===== config.mk =====
export PLATFORM = sky130hd
export DESIGN_NAME = vga_pattern_sequencer_flat
export DESIGN_NICKNAME = d
export VERILOG_FILES = /design/src/rtl/vga_pkg.sv /design/src/rtl/vga_pattern_sequencer_if.sv /design/src/rtl/vga_sync_counter.sv /design/src/rtl/vga_pattern_sequencer.sv /design/src/flat_wrapper.sv
export SDC_FILE = /design/constraint.sdc
export NUM_CORES = 1
export LEC_CHECK = 0
export ABC_AREA = 1
export BUFFER_PORTS_ARGS = -buffer_cell sky130_fd_sc_hd__buf_4
export CELL_PAD_IN_SITES_DETAIL_PLACEMENT = 0
export CELL_PAD_IN_SITES_GLOBAL_PLACEMENT = 1
export CORE_UTILIZATION = 39
export CTS_CLUSTER_SIZE = 14
export DETAILED_ROUTE_END_ITERATION = 10
export PLACE_DENSITY = 0.83
export SYNTH_ARGS = -nofsm -noshare
export SYNTH_HDL_FRONTEND = slang
export SYNTH_HIERARCHICAL = 1
export SYNTH_SLANG_ARGS = --single-unit

===== constraint.sdc =====
create_clock -name i_clk -period 1.9 [get_ports i_clk]
set_input_delay 0.38 -clock i_clk [delete_from_list [all_inputs] [get_ports i_clk]]
set_output_delay 0.38 -clock i_clk [all_outputs]
set_load 0.02 [all_outputs]

===== src/rtl/vga_pkg.sv =====
// Shared types and default 640x480@60 timing for the VGA test-pattern datapath.
package vga_pkg;
    localparam int CNT_W   = 11;
    localparam int PAT_W   = 3;
    localparam int COLOR_W = 3;

    localparam int DEF_H_ACTIVE = 640;
    localparam int DEF_H_FRONT  = 16;
    localparam int DEF_H_SYNC   = 96;
    localparam int DEF_H_BACK   = 48;
    localparam int DEF_V_ACTIVE = 480;
    localparam int DEF_V_FRONT  = 10;
    localparam int DEF_V_SYNC   = 2;
    localparam int DEF_V_BACK   = 33;

    localparam int PATTERN_BLACK   = 0;
    localparam int PATTERN_RED     = 1;
    localparam int PATTERN_GREEN   = 2;
    localparam int PATTERN_BLUE    = 3;
    localparam int PATTERN_YELLOW  = 4;
    localparam int PATTERN_CYAN    = 5;
    localparam int PATTERN_MAGENTA = 6;
    localparam int PATTERN_WHITE   = 7;

    typedef logic [CNT_W-1:0]   cnt_t;
    typedef logic [PAT_W-1:0]   pattern_t;
    typedef logic [COLOR_W-1:0] color_t;
endpackage


===== src/rtl/vga_pattern_sequencer_if.sv =====
// Bundle between the sequencer, its pattern generator and the request source.
interface vga_pattern_sequencer_if;
    import vga_pkg::*;

    logic     i_auto_en;
    logic     i_next;
    logic     i_sel_valid;
    pattern_t i_sel_pattern;
    color_t   i_red;
    color_t   i_green;
    color_t   i_blue;

    cnt_t     o_x;
    cnt_t     o_y;
    pattern_t o_pattern;
    logic     o_frame_start;
    logic     o_hsync;
    logic     o_vsync;
    logic     o_active;
    color_t   o_red;
    color_t   o_green;
    color_t   o_blue;

    modport master (
        output i_auto_en, i_next, i_sel_valid, i_sel_pattern, i_red, i_green, i_blue,
        input  o_x, o_y, o_pattern, o_frame_start, o_hsync, o_vsync, o_active,
               o_red, o_green, o_blue
    );

    modport slave (
        input  i_auto_en, i_next, i_sel_valid, i_sel_pattern, i_red, i_green, i_blue,
        output o_x, o_y, o_pattern, o_frame_start, o_hsync, o_vsync, o_active,
               o_red, o_green, o_blue
    );
endinterface


===== src/rtl/vga_sync_counter.sv =====
// Raster h/v counters with combinational sync windows, visible-area and frame flags.
module vga_sync_counter
    import vga_pkg::*;
#(
    parameter int H_ACTIVE = DEF_H_ACTIVE,
    parameter int H_FRONT  = DEF_H_FRONT,
    parameter int H_SYNC   = DEF_H_SYNC,
    parameter int H_BACK   = DEF_H_BACK,
    parameter int V_ACTIVE = DEF_V_ACTIVE,
    parameter int V_FRONT  = DEF_V_FRONT,
    parameter int V_SYNC   = DEF_V_SYNC,
    parameter int V_BACK   = DEF_V_BACK
) (
    input  logic clk,
    input  logic rst_n,
    output cnt_t h,
    output cnt_t v,
    output logic hsync_n,
    output logic vsync_n,
    output logic active,
    output logic frame_end,
    output logic frame_start
);
    localparam cnt_t H_LAST   = cnt_t'(H_ACTIVE + H_FRONT + H_SYNC + H_BACK - 1);
    localparam cnt_t V_LAST   = cnt_t'(V_ACTIVE + V_FRONT + V_SYNC + V_BACK - 1);
    localparam cnt_t H_VIS    = cnt_t'(H_ACTIVE);
    localparam cnt_t V_VIS    = cnt_t'(V_ACTIVE);
    localparam cnt_t HS_START = cnt_t'(H_ACTIVE + H_FRONT);
    localparam cnt_t HS_END   = cnt_t'(H_ACTIVE + H_FRONT + H_SYNC);
    localparam cnt_t VS_START = cnt_t'(V_ACTIVE + V_FRONT);
    localparam cnt_t VS_END   = cnt_t'(V_ACTIVE + V_FRONT + V_SYNC);

    always_ff @(posedge clk or negedge rst_n) begin
        if (!rst_n) begin
            h <= '0;
            v <= '0;
        end else if (h == H_LAST) begin
            h <= '0;
            v <= (v == V_LAST) ? '0 : v + cnt_t'(1);
        end else begin
            h <= h + cnt_t'(1);
        end
    end

    assign hsync_n     = !((h >= HS_START) && (h < HS_END));
    assign vsync_n     = !((v >= VS_START) && (v < VS_END));
    assign active      = (h < H_VIS) && (v < V_VIS);
    assign frame_end   = (h == H_LAST) && (v == V_LAST);
    assign frame_start = (h == '0) && (v == '0);
endmodule


===== src/rtl/vga_pattern_sequencer.sv =====
// VGA test-pattern sequencer: raster timing, frame-synchronous pattern selection
// and a registered, blanked colour/sync output stage.
module vga_pattern_sequencer
    import vga_pkg::*;
#(
    parameter int H_ACTIVE           = DEF_H_ACTIVE,
    parameter int H_FRONT            = DEF_H_FRONT,
    parameter int H_SYNC             = DEF_H_SYNC,
    parameter int H_BACK             = DEF_H_BACK,
    parameter int V_ACTIVE           = DEF_V_ACTIVE,
    parameter int V_FRONT            = DEF_V_FRONT,
    parameter int V_SYNC             = DEF_V_SYNC,
    parameter int V_BACK             = DEF_V_BACK,
    parameter int FRAMES_PER_PATTERN = 60,
    parameter int NUM_PATTERNS       = 8
) (
    input  logic                    i_clk,
    input  logic                    i_reset_n,
    vga_pattern_sequencer_if.slave  bus
);
    localparam int                FC_W    = $clog2(FRAMES_PER_PATTERN + 1);
    localparam logic [FC_W-1:0]   FC_LAST = FC_W'(FRAMES_PER_PATTERN - 1);

    function automatic pattern_t next_pattern(input pattern_t p);
        return (int'(p) >= NUM_PATTERNS - 1) ? pattern_t'(PATTERN_BLACK) : p + pattern_t'(1);
    endfunction

    function automatic pattern_t map_sel(input pattern_t s);
        return (int'(s) >= NUM_PATTERNS) ? pattern_t'(PATTERN_BLACK) : s;
    endfunction

    // Stage 0: raster counters and pattern state, generator answers in this cycle
    cnt_t            h_p0, v_p0;
    logic            hsync_n_p0, vsync_n_p0, vld_p0, frame_end_p0, frame_start_p0;
    pattern_t        pattern_p0, sel_val_p0;
    logic            pending_sel_p0, pending_next_p0;
    logic [FC_W-1:0] frame_cnt_p0;

    vga_sync_counter #(
        .H_ACTIVE (H_ACTIVE), .H_FRONT (H_FRONT), .H_SYNC (H_SYNC), .H_BACK (H_BACK),
        .V_ACTIVE (V_ACTIVE), .V_FRONT (V_FRONT), .V_SYNC (V_SYNC), .V_BACK (V_BACK)
    ) u_sync (
        .clk         (i_clk),
        .rst_n       (i_reset_n),
        .h           (h_p0),
        .v           (v_p0),
        .hsync_n     (hsync_n_p0),
        .vsync_n     (vsync_n_p0),
        .active      (vld_p0),
        .frame_end   (frame_end_p0),
        .frame_start (frame_start_p0)
    );

    // Requests on the frame-end cycle itself are merged so they land on that edge.
    logic     sel_req, next_req, auto_adv;
    pattern_t sel_target;

    assign sel_req    = pending_sel_p0 || bus.i_sel_valid;
    assign sel_target = bus.i_sel_valid ? map_sel(bus.i_sel_pattern) : sel_val_p0;
    assign next_req   = pending_next_p0 || bus.i_next;
    assign auto_adv   = bus.i_auto_en && (frame_cnt_p0 == FC_LAST);

    always_ff @(posedge i_clk or negedge i_reset_n) begin
        if (!i_reset_n) begin
            pattern_p0      <= pattern_t'(PATTERN_BLACK);
            sel_val_p0      <= '0;
            pending_sel_p0  <= 1'b0;
            pending_next_p0 <= 1'b0;
            frame_cnt_p0    <= '0;
        end else if (frame_end_p0) begin
            if (sel_req) begin
                pattern_p0   <= sel_target;
                frame_cnt_p0 <= '0;
            end else if (next_req || auto_adv) begin
                pattern_p0   <= next_pattern(pattern_p0);
                frame_cnt_p0 <= '0;
            end else if (bus.i_auto_en) begin
                frame_cnt_p0 <= frame_cnt_p0 + 1'b1;
            end else begin
                frame_cnt_p0 <= '0;
            end
            pending_sel_p0  <= 1'b0;
            pending_next_p0 <= 1'b0;
        end else begin
            pending_sel_p0  <= sel_req;
            sel_val_p0      <= sel_target;
            pending_next_p0 <= next_req;
            if (!bus.i_auto_en) frame_cnt_p0 <= '0;
        end
    end

    assign bus.o_x           = h_p0;
    assign bus.o_y           = v_p0;
    assign bus.o_pattern     = pattern_p0;
    assign bus.o_frame_start = frame_start_p0;

    // Stage 1: syncs, visible flag and blanked colours, one clock behind x/y
    logic   hsync_p1, vsync_p1, vld_p1;
    color_t red_p1, green_p1, blue_p1;

    always_ff @(posedge i_clk or negedge i_reset_n) begin
        if (!i_reset_n) begin
            hsync_p1 <= 1'b1;
            vsync_p1 <= 1'b1;
            vld_p1   <= 1'b0;
            red_p1   <= '0;
            green_p1 <= '0;
            blue_p1  <= '0;
        end else begin
            hsync_p1 <= hsync_n_p0;
            vsync_p1 <= vsync_n_p0;
            vld_p1   <= vld_p0;
            red_p1   <= vld_p0 ? bus.i_red   : '0;
            green_p1 <= vld_p0 ? bus.i_green : '0;
            blue_p1  <= vld_p0 ? bus.i_blue  : '0;
        end
    end

    assign bus.o_hsync = hsync_p1;
    assign bus.o_vsync = vsync_p1;
    assign bus.o_active = vld_p1;
    assign bus.o_red   = red_p1;
    assign bus.o_green = green_p1;
    assign bus.o_blue  = blue_p1;
endmodule

===== src/flat_wrapper.sv =====
// flat-port wrapper written by rule: the top's interface ports become plain ports
module vga_pattern_sequencer_flat import vga_pkg::*;
#(
    parameter int H_ACTIVE           = DEF_H_ACTIVE,
    parameter int H_FRONT            = DEF_H_FRONT,
    parameter int H_SYNC             = DEF_H_SYNC,
    parameter int H_BACK             = DEF_H_BACK,
    parameter int V_ACTIVE           = DEF_V_ACTIVE,
    parameter int V_FRONT            = DEF_V_FRONT,
    parameter int V_SYNC             = DEF_V_SYNC,
    parameter int V_BACK             = DEF_V_BACK,
    parameter int FRAMES_PER_PATTERN = 60,
    parameter int NUM_PATTERNS       = 8
)
  (i_clk, i_reset_n, bus_i_auto_en, bus_i_next, bus_i_sel_valid, bus_i_sel_pattern, bus_i_red, bus_i_green, bus_i_blue, bus_o_x, bus_o_y, bus_o_pattern, bus_o_frame_start, bus_o_hsync, bus_o_vsync, bus_o_active, bus_o_red, bus_o_green, bus_o_blue);
  vga_pattern_sequencer_if bus_i ();
  input  logic i_clk;
  input  logic i_reset_n;
  input wire logic [$bits(bus_i.i_auto_en)-1:0] bus_i_auto_en;
  input wire logic [$bits(bus_i.i_next)-1:0] bus_i_next;
  input wire logic [$bits(bus_i.i_sel_valid)-1:0] bus_i_sel_valid;
  input wire logic [$bits(bus_i.i_sel_pattern)-1:0] bus_i_sel_pattern;
  input wire logic [$bits(bus_i.i_red)-1:0] bus_i_red;
  input wire logic [$bits(bus_i.i_green)-1:0] bus_i_green;
  input wire logic [$bits(bus_i.i_blue)-1:0] bus_i_blue;
  output wire logic [$bits(bus_i.o_x)-1:0] bus_o_x;
  output wire logic [$bits(bus_i.o_y)-1:0] bus_o_y;
  output wire logic [$bits(bus_i.o_pattern)-1:0] bus_o_pattern;
  output wire logic [$bits(bus_i.o_frame_start)-1:0] bus_o_frame_start;
  output wire logic [$bits(bus_i.o_hsync)-1:0] bus_o_hsync;
  output wire logic [$bits(bus_i.o_vsync)-1:0] bus_o_vsync;
  output wire logic [$bits(bus_i.o_active)-1:0] bus_o_active;
  output wire logic [$bits(bus_i.o_red)-1:0] bus_o_red;
  output wire logic [$bits(bus_i.o_green)-1:0] bus_o_green;
  output wire logic [$bits(bus_i.o_blue)-1:0] bus_o_blue;
  assign bus_i.i_auto_en = bus_i_auto_en;
  assign bus_i.i_next = bus_i_next;
  assign bus_i.i_sel_valid = bus_i_sel_valid;
  assign bus_i.i_sel_pattern = bus_i_sel_pattern;
  assign bus_i.i_red = bus_i_red;
  assign bus_i.i_green = bus_i_green;
  assign bus_i.i_blue = bus_i_blue;
  assign bus_o_x = bus_i.o_x;
  assign bus_o_y = bus_i.o_y;
  assign bus_o_pattern = bus_i.o_pattern;
  assign bus_o_frame_start = bus_i.o_frame_start;
  assign bus_o_hsync = bus_i.o_hsync;
  assign bus_o_vsync = bus_i.o_vsync;
  assign bus_o_active = bus_i.o_active;
  assign bus_o_red = bus_i.o_red;
  assign bus_o_green = bus_i.o_green;
  assign bus_o_blue = bus_i.o_blue;
  vga_pattern_sequencer #(.H_ACTIVE(H_ACTIVE), .H_FRONT(H_FRONT), .H_SYNC(H_SYNC), .H_BACK(H_BACK), .V_ACTIVE(V_ACTIVE), .V_FRONT(V_FRONT), .V_SYNC(V_SYNC), .V_BACK(V_BACK), .FRAMES_PER_PATTERN(FRAMES_PER_PATTERN), .NUM_PATTERNS(NUM_PATTERNS)) u_core (.i_clk(i_clk), .i_reset_n(i_reset_n), .bus(bus_i));
endmodule

==> results.json <==
{
  "crit_required_ps": 1520,
  "syn_area_per_cell_um2": 7.87,
  "endpoints_failing_setup": 1,
  "place.port_buffers": 54,
  "final_cell_count_no_fill": 477,
  "syn_nets": 351,
  "worst_setup_ep_type": "output pin",
  "grt_start_max_net_pins": 49,
  "grt_first_pass_wirelength_um": 9950,
  "clkPwrFrac_pct": 38.9,
  "worst-path-max-fanout": 3,
  "setup_repair_after_global_routing_missed_its_margin": "yes",
  "die-height_um": 83.1,
  "grt_antenna_before_repair": 0,
  "outcome": "complete, but fails checks",
  "hold_violations": 0,
  "worst_setup_hold_path_clk_slew_ps": 90,
  "number_of_distinct_library_cell_variants_in_the_gate_level_netlist_after_synthesis": 30,
  "vdd_drop_max_uv": 492,
  "die_area_um2": 6910,
  "htreeDepth": 2,
  "grt_overflow": 0,
  "via_count_of_the_first_global_routing_pass": 2141,
  "timing.slew.headroom_pct": 59.1,
  "period_share_pct": 101,
  "clockRootBuffer": "clkbuf_8",
  "route.final.wire_length_um": 5780,
  "power.density_nw_per_um2": 582,
  "ys_top_cells_by_count": "nand2_1 (86), inv_1 (53), dfrtp_1 (46), nor2_1 (40), nand3_1 (20)",
  "ys_top_cells_by_area": "dfrtp_1 (45%), nand2_1 (13%), inv_1 (7.8%)",
  "global_route.usage.total_pct": 17.6,
  "numClockSinks": 48,
  "finalWorstSetupSlack_ps": -12.5,
  "start_util_pct": 40.4,
  "synthDominantAreaCellType": "dfrtp_1",
  "startpoint_to_endpoint_class_of_the_critical_path": "reg -> out",
  "synth.yosys.warnings": 6,
  "p_sw_uw": 444,
  "detailedRoute.firstIterationViolations": 90,
  "placedInstanceArea_um2": 3130,
  "dieWidth_um": 83.1,
  "areaGrowthSynthToFinish_pct": 29.1,
  "mappedNetlistArea_um2": 2570,
  "utilization_pct": 52.2,
  "detail-route-antenna-nets": 0,
  "critPathLaunchType": "flip-flop",
  "internal-power_mw": 1.48,
  "layout.cell_area.non_filler_um2": 3310,
  "max_freq_mhz": 523,
  "power_switching_share_pct": 23.0,
  "ys_ff_latch": 48,
  "worst_ep_arrival_time_ps": 1530,
  "cts_made_buffers": 5,
  "p_seq_share_pct": 54.4,
  "r2r.worst_path.cells": 9,
  "place.gp.congestion": 0.827,
  "core_um2": 6350,
  "reg2reg_setup_slack_ps": 50,
  "nets": 424,
  "tightestPinTransition_ps": 614,
  "share_of_post_route_cells_with_drive_strength_above_1_pct": 25.8,
  "final.min_clock_period_ps": 1910,
  "drt_pass1_iterations": 6,
  "number_of_ports_placed_on_the_die_boundary": 55,
  "timing.hold.worst.class": "in -> async",
  "synth_seq_area_share_pct": 46.9,
  "yosys.cell_count.top_type": "nand2_1",
  "asyncSetResetFlopFracSynth_pct": 100,
  "route.detailed.vias_per_inst": 4.76,
  "timing_max_transition_violations_final": 0,
  "insertedDiodeCount": 0,
  "final.setup_skew_ps": 6.42,
  "synth_flop_cell": "dfrtp_1",
  "num_vias": 2271,
  "dp_cells": 466,
  "wl_per_cell_um": 12.1,
  "max-cap-violations": 0,
  "failed_checks": "setup timing",
  "crit_start": "u_core/u_sync/h[1]",
  "power.combinational.fraction_pct": 6.8,
  "synth_edf_count": 0,
  "tritoncts": "done",
  "synth_largest_type_area_fraction_pct": 44.9,
  "dp_hpwl_um": 4250,
  "syn-instance-count": 326,
  "critical_path.reg2reg.endpoint": "u_core/frame_cnt_p0[4]",
  "worstSkewPairLatency_ps": 300,
  "row_count": 29,
  "crit-reg2reg-launch": "u_core/u_sync/h[0]",
  "total_leakage_power_nw": 1.76,
  "drc": 0,
  "clock_path_buffers": 2
}
-- per-layer routing --
layer / routed length, µm / share of wire, % / GRT usage (%) / up-vias
li1: - / - / - / 1161
met1: 2680 / 46 / 23.7 / 1068
met2: 2860 / 49 / 29.7 / 36
met3: 190 / 3.3 / 3.28 / 6
met4: 53 / 0.92 / 3.29 / 0
met5: 0 / 0 / 0 / -
-- repair_timing --
action | CTS | global route
gates resized for setup | 3 | 13
setup buffers | 0 | 3
setup endpoints to repair | 1 | 12
hold buffers | 0 | 0
pin swaps | 0 | 4
gates cloned | 0 | 0
-- cell type report --
cell class,instances,area [µm²]
clock buffers,5,68.8
clock inverters,3,42.5
fillers,626,3040
inverters,54,205
multi-input cells,221,1170
flip-flops and latches,48,1200
well taps,77,96.3
repair buffers,69,529
-- worst max path at each step --
stage | to | slack [ps] | depth (start not counted)
3_5_place_dp | u_core/frame_cnt_p0[2] | 60 | 8
6_report | bus_o_frame_start | -10 | 7
3_3_place_gp | u_core/frame_cnt_p0[3] | 150 | 8
2_1_floorplan | u_core/frame_cnt_p0[0] | 4 | 8
4_1_cts | bus_o_frame_start | -50 | 7
5_1_grt | bus_o_frame_start | -80 | 7
-- flip-flops by register name, summed over array words and instances (netlist names) --
name                    cells
u_core/pending_next_p0      1
u_core/bus.o_hsync          1
u_core/u_sync/v            11
u_core/sel_val_p0           3
u_core/bus.o_pattern        3
u_core/u_sync/h            11
u_core/frame_cnt_p0         6
u_core/bus.o_green          3
u_core/bus.o_red            3
u_core/bus.o_active         1
u_core/pending_sel_p0       1
u_core/bus.o_vsync          1
u_core/bus.o_blue           3
-- kinds of logic after synthesis --
group | after synthesis | share of synthesized area [%]
simple gates | 176 | 30.8
buf+inv | 57 | 8.92
flops | 48 | 46.9
compound gates | 26 | 5.70
xor+xnor | 11 | 3.75
fa+ha+maj | 8 | 3.90
-- worst max-delay path, stage by stage (launching register included) --
cell and delay (ps):
dfrtp_1 400, buf_6 130, inv_4 50, ha_4 120
nand4_1 90, nor2_1 120, and3_4 200, buf_6 110
-- per-stage QoR --
step	hold slack, ps	total power, mW	TNS [ps]	setup slack [ps]
after global placement	439	1.20	0	153
after floorplan	84.4	1.12	0	4.18
after global routing	135	2.01	-398	-78.9
after detailed placement	450	1.20	0	64.6
final	85.4	1.93	-12.5	-12.5
after CTS	108	1.96	-53.0	-53.0
-- power by group through the flow --
stage,Sequential [mW],Combinational [mW],Clock [mW]
global placement,1.07,0.131,0
global route,1.05,0.149,0.813
CTS,1.05,0.133,0.782
floorplan,1.09,0.0351,0
finish,1.05,0.130,0.749
detailed placement,1.07,0.133,0
-- cell usage in the layout, fill, tap and decap left out --
cell type and count:
nand2_1 86, buf_4 66, inv_1 49, dfrtp_1 46
nor2_1 37, nand3_1 20, o21ai_0 15, xor2_1 9
nor3_1 7, nand4_1 7, ha_1 6, clkbuf_8 5
a21oi_1 4, nand2_2 4, nor2_2 4, inv_2 4
o21ai_1 4, buf_6 3, xnor2_1 2, dfstp_2 2
nand3_2 2, nor2_4 2, nand3b_1 2, clkinvlp_4 1
clkinv_2 1, bufinv_16 1, nand2_4 1, nor2_8 1
a21oi_4 1, o21bai_1 1, nand3b_2 1, o211ai_1 1
inv_4 1, nor4_1 1, and3_4 1, ha_2 1
ha_4 1
No activity file was read; power rests on OpenSTA's default activity.
